## src/rtl/iq_unpacker.sv

```systemverilog
// Assembles little-endian interleaved I/Q byte pairs into sign-extended, quantized samples.
// Optional `IQ_SAMPLE_COUNT_EN adds a 32-bit count of completed I/Q writes.
module iq_unpacker #(
  parameter int BYTE_WIDTH = 8,
  parameter int DATA_WIDTH = 32,
  parameter int QUANT_BITS = 10
) (
  input  logic                  clock,
  input  logic                  reset,
  input  logic [BYTE_WIDTH-1:0] in_dout,
  input  logic                  in_empty,
  output logic                  in_rd_en,
  output logic [DATA_WIDTH-1:0] i_out_din,
  input  logic                  i_out_full,
  output logic                  i_out_wr_en,
  output logic [DATA_WIDTH-1:0] q_out_din,
  input  logic                  q_out_full,
  output logic                  q_out_wr_en
`ifdef IQ_SAMPLE_COUNT_EN
  ,
  output logic [31:0]           sample_count
`endif
);

  typedef enum logic {S_READ, S_WRITE} state_t;

  state_t                    state_q, state_d;
  logic [1:0]                cnt_q, cnt_d;
  logic [4*BYTE_WIDTH-1:0]   asm_q, asm_d;
  logic [DATA_WIDTH-1:0]     i_ext, q_ext;

  always_ff @(posedge clock or posedge reset) begin
    if (reset) begin
      state_q <= S_READ;
      cnt_q   <= 2'd0;
      asm_q   <= '0;
    end else begin
      state_q <= state_d;
      cnt_q   <= cnt_d;
      asm_q   <= asm_d;
    end
  end

  // Enables are gated by reset so nothing is popped or written while it is held.
  always_comb begin
    state_d     = state_q;
    cnt_d       = cnt_q;
    asm_d       = asm_q;
    in_rd_en    = 1'b0;
    i_out_wr_en = 1'b0;
    q_out_wr_en = 1'b0;
    case (state_q)
      S_READ: begin
        in_rd_en = !in_empty && !reset;
        if (in_rd_en) begin
          asm_d[cnt_q*BYTE_WIDTH +: BYTE_WIDTH] = in_dout;
          cnt_d = cnt_q + 2'd1;
          if (cnt_q == 2'd3) state_d = S_WRITE;
        end
      end
      S_WRITE: begin
        i_out_wr_en = !i_out_full && !q_out_full && !reset;
        q_out_wr_en = i_out_wr_en;
        if (i_out_wr_en) state_d = S_READ;
      end
      default: state_d = S_READ;
    endcase
  end

  assign i_ext = {{(DATA_WIDTH-16){asm_q[15]}}, asm_q[15:0]};
  assign q_ext = {{(DATA_WIDTH-16){asm_q[31]}}, asm_q[31:16]};

  assign i_out_din = (state_q == S_WRITE) ? (i_ext << QUANT_BITS) : '0;
  assign q_out_din = (state_q == S_WRITE) ? (q_ext << QUANT_BITS) : '0;

`ifdef IQ_SAMPLE_COUNT_EN
  logic [31:0] count_q;

  always_ff @(posedge clock or posedge reset) begin
    if (reset) count_q <= 32'd0;
    else if (i_out_wr_en) count_q <= count_q + 32'd1;
  end

  assign sample_count = count_q;
`endif

endmodule

```

## config.mk

```make
export PLATFORM = sky130hd
export DESIGN_NAME = iq_unpacker
export DESIGN_NICKNAME = d
export VERILOG_FILES = /design/src/rtl/iq_unpacker.sv
export SDC_FILE = /design/constraint.sdc
export NUM_CORES = 1
export LEC_CHECK = 0
export CAP_MARGIN = 10
export CORE_ASPECT_RATIO = 1.25
export CORE_MARGIN = 2
export CORE_UTILIZATION = 46
export CTS_CLUSTER_SIZE = 28
export DETAILED_ROUTE_END_ITERATION = 16
export GPL_TIMING_DRIVEN = 0
export PLACE_DENSITY_LB_ADDON = 0.3
export SETUP_SLACK_MARGIN = 0.15
export SYNTH_ARGS = -nofsm -noshare
export SYNTH_HDL_FRONTEND = slang
export SYNTH_SLANG_ARGS = --single-unit
```

## constraint.sdc

```tcl
create_clock -name clock -period 3.8 [get_ports clock]
set_clock_uncertainty 0.15 [all_clocks]
set_input_delay 0.76 -clock clock [delete_from_list [all_inputs] [get_ports clock]]
set_output_delay 0.76 -clock clock [all_outputs]
set_load 0.02 [all_outputs]
```

### Word-level counts from Yosys, hierarchy flattened

Index checks and enable logic that the tools add are counted.

* add/sub/neg operators: 2
* eq/ne operators: 1
* shifts and indexed selects: 2
* multiplexer cells: 9
* bitwise operators: 1
* reduce and logical (&&, ||, !) cells: 8

Operators with widths (number)
* 2-to-1 mux 32 bit: 2
* negator 5 -> 34 bit: 1
* variable shift 8 x 34 -> 32 bit, first input constant: 1
* variable part select 8 x 34 -> 32 bit: 1
* bitwise mux 32 bit: 1
* 2-to-1 mux 1 bit: 5
* zero test 1 bit: 4
* logical AND 1 bit: 3
* adder 2 x 1 -> 2 bit, second input constant: 1
* == test 2 bit, second input constant: 1
* one-hot mux 1 bit (2 select lines): 1
* AND reduction 2 bit: 1
* NOT 1 bit: 1

* flip-flop bits (word level): 35
* bits of input ports: 13

### Longest topological paths before layout

* depth in word-level cells: 5
* depth in mapped cells: 7
* gate-level depth less buffers: 5

### Worst setup path after synthesis

Ideal clock, no wire load.

* kind: input port to output port
* start point: input port reset
* end point: output port q_out_wr_en
* arrival time: 1892 ps
* required time: 2890 ps
* path slack: 998 ps
* cell stages on the path: 2
* path through: nor4b_1 buf_4

* longest elaborated chain between the ends: 3

RTL lines
* from (decl): line 9 `input logic reset,`
* zero test 1 bit: line 62 `i_out_wr_en = !i_out_full && !q_out_full && !reset;`
* logical AND 1 bit: line 62
* 2-to-1 mux 1 bit: line 52 `case (state_q)`
* to (decl): line 18 `output logic q_out_wr_en`

No other way between the ends.

### Final worst setup path

Ends and elaborated chain as after synthesis.

==> summary.md <==
| Metric | Value |
|---|---|
| Number of slew-limit violations in the final report | `0` |
| Primary flip-flop cell chosen by synthesis mapping | `dfrtp_1` |
| Final setup margin | `0.402 ns` |
| Synthesized area | `1960 um2` |
| Clock H-tree levels | `2` |
| Most utilized layer in the global route result | `met2` |
| Maximum fanout along the worst path | `8` |
| Post-layout net count | `291` |
| Most frequent cell after synthesis | `dfrtp_1` |
| Internal power component | `0.000941 W` |
| Power density normalized to cell area | `537 nW/um2` |
| Hold Violations, Final | `0` |
| Antenna fix cells | `0` |
| Global route overflow | `0` |
| Number of placement rows | `26` |
| Clock-pin slew on the worst setup and hold paths | `0.07 ns` |
| Post-synthesis async set-or-reset flop share | `100%` |
| Worst-case setup slack after placement | `0.411 ns` |
| Number of iterations in the first detailed-routing pass | `4` |
| Total wirelength of the detailed-routed design | `4440 um` |
| Arrival time of data at the critical path endpoint | `2.49 ns` |
| Clock latency reported for the late side of the worst-skew pair | `0.28 ns` |
| Layout-stage area growth over the synthesis result | `43.1%` |
| Total negative slack | `0 ns` |
| Peak supply drop | `0.278 mV` |
| Achievable Freq | `294 MHz` |
| Clock Root Buffer | `clkbuf_8` |
| Starting density of the core | `47.8%` |
| Post-CTS repair timing setup buffer count | `0` |
| Sw Ratio | `37.5%` |
| M2 GR Usage | `35.8%` |
| R2R Path Start | `cnt_q[0]$_DFFE_PP0P_` |
| Status | `finished clean` |
| Beginning of the worst hold path | `asm_q[0]$_DFFE_PP0P_` |
| Fill cell total of the finished layout | `333` |
| Pin count of the biggest net entering global routing | `22` |
| Post-CTS Resized | `0` |
| Logic pwr share | `43.5%` |
| Number of top-level design ports | `80` |
| Leak pwr | `1.31 nW` |
| Max Buffers Root-to-Sink | `2` |
| Final weighted congestion in routability-driven placement | `0.801` |
| Hold WC Path Type | `flip-flop to flip-flop` |
| Number of synthesized flops with an enable pin | `0` |
| Via count | `1550` |
| Number of synthesized register bits | `35` |
| Per-instance average area after synthesis | `10.5 um2` |
| Commonest cells post-synth | `dfrtp_1 (35), buf_4 (33), and2_1 (32)` |
| CTS sink cnt | `35` |
| Vias per cell | `4.70` |
| Count of input and output buffers | `59` |
| Initial antenna violation count | `0` |
| R2R cell count | `5` |
| Die height | `77.0 um` |
| Sort of element at the end of the critical path | `output pin` |
| Total global routing track utilization | `19.4%` |
| Actual transition at the worst max-transition pin | `0.630 ns` |
| Post-DP HPWL | `3470 um` |
| Finished Cell Area | `2810 um2` |
| Via count of the first global-routing pass | `1573` |
| Total clock buffers created by CTS | `5` |
| Area of the core | `4100 um2` |
| Worst hold path depth | `2` |
| Placed Area | `2720 um2` |
| Width of the chip | `62.4 um` |
| Headroom to the max-slew limit | `58.0%` |
| Part of the total power dissipated in the clock network | `17.6%` |
| Count of routing violations after the opening detailed-route iteration | `34` |
| Biggest area consumer among synthesized cells | `dfrtp_1` |
| Post-route fraction of the period consumed by the critical path | `89.4%` |
| Net switching power | `0.000564 W` |
| Cell count after synthesis | `187` |
| Average wire per standard cell | `13.4 um` |
| RSZ-0062 raised after global routing | `false` |
| Routed Antenna Nets | `0` |
| Hold buffer count at cts | `0` |
| Maximum capacitance violations | `0` |
| Total of warnings raised by yosys | `0` |
| Sequential area share after synthesis | `44.7%` |
| Synth area leaders | `dfrtp_1 (45%), buf_4 (13%), a22o_1 (11%)` |
| Path type of the worst setup path | `primary input to output pin` |
| Met3 routing resource usage after global routing | `3.23%` |
| Met1 track utilization from global routing | `21.9%` |
| Residual DRC | `0` |
| Worst setup SP type | `primary input` |
| Sequential share of power | `38.9%` |
| Setup Viol. Count Final | `0` |
| Cell variety after synth | `26` |
| TritonCTS clock tree | `built` |
| Minimum clock period after layout | `3.40 ns` |
| DIE AREA | `4800 um2` |
| Wire length of the first global-routing pass | `7450 um` |
| Share of layout cells above drive strength 1 | `19.3%` |
| Startpoint of the worst setup timing path | `reset` |
| Yosys top cell area share | `44.7%` |
| Req. time, crit path | `2.89 ns` |
==> power by group through the flow <==
stage,Sequential (W),Clock [W],Combinational [W]
after floorplan,0.000562,0,0.000464
after global placement,0.000583,0,0.000632
after detailed placement,0.000593,0,0.000657
after CTS,0.000587,0.000266,0.000661
after global routing,0.000603,0.000283,0.000716
final,0.000586,0.000265,0.000654
==> cell type report <==
cell class | instances | area, um2 | area share, %
Buffer | 43 | 304 | 10.8
Clock buffer | 6 | 72.6 | 2.59
Clock inverter | 2 | 12.5 | 0.446
Inverter | 4 | 15.0 | 0.535
Multi-Input combinational cell | 124 | 837 | 29.8
Sequential cell | 35 | 876 | 31.2
Tap cell | 56 | 70.1 | 2.50
Timing Repair Buffer | 60 | 618 | 22.0
==> logic make-up after synthesis <==
kind of cell / count (synthesis) / synth area share [%]
other: 1 / 0.191
DFF: 35 / 44.7
adders and majority gates: 5 / 3.19
AOI/OAI and AO/OA: 34 / 13.4
and+or+nand+nor: 64 / 21.8
buffers and inverters: 47 / 16.3
xor gates and xnor gates: 1 / 0.447
==> per-layer routing <==
metal	up-vias	wire [um]
li1	751	-
met1	736	1820
met2	54	2310
met3	9	214
met4	0	91
met5	-	0
==> critical path, cell delays in order <==
cell	delay [ns]
clkdlybuf4s50_1	0.54
nor4b_1	0.42
buf_4	0.17
clkdlybuf4s50_1	0.59
==> flip-flops by register name, summed over array words and instances, names as in the netlist <==
name and flops:
cnt_q 2, asm_q 32, state_q 1
==> worst paths after layout <==
path / to / slack [ns]
worst max-delay path: q_out_wr_en / 0.40
worst min-delay path: asm_q[0]$_DFFE_PP0P_ / 0.34
worst max register to register: asm_q[18]$_DFFE_PP0P_ / 1.41
worst min register to register: asm_q[0]$_DFFE_PP0P_ / 0.34
max in group asynchronous: asm_q[8]$_DFFE_PP0P_ / 2.06
min in group asynchronous: asm_q[13]$_DFFE_PP0P_ / 0.92
==> per-stage QoR <==
stage	total power [W]	utilization (%)	hold WS [ns]	instances
floorplan	0.00103	-	0.292	206
global placement	0.00122	65.7	0.308	321
detailed placement	0.00125	66.4	0.320	322
CTS	0.00151	68.4	0.337	330
global route	0.00160	68.4	0.365	330
finish	0.00151	68.4	0.337	330
==> cell usage in the layout, fill, tap and decap left out, types with 2 or more instances in the layout <==
| master | instances |
|---|---|
| a22o_1 | 24 |
| and2_1 | 32 |
| buf_2 | 3 |
| buf_4 | 33 |
| buf_6 | 2 |
| clkbuf_1 | 5 |
| clkbuf_8 | 5 |
| clkdlybuf4s50_1 | 59 |
| conb_1 | 20 |
| dfrtp_1 | 35 |
| ha_1 | 5 |
| inv_1 | 4 |
| nand2_1 | 18 |
| nor3_1 | 2 |
| nor4_4 | 2 |
| o21ai_0 | 7 |
| o21ai_1 | 2 |
| or4b_1 | 2 |
| or4b_4 | 2 |
(Power assumes the default switching activity.)
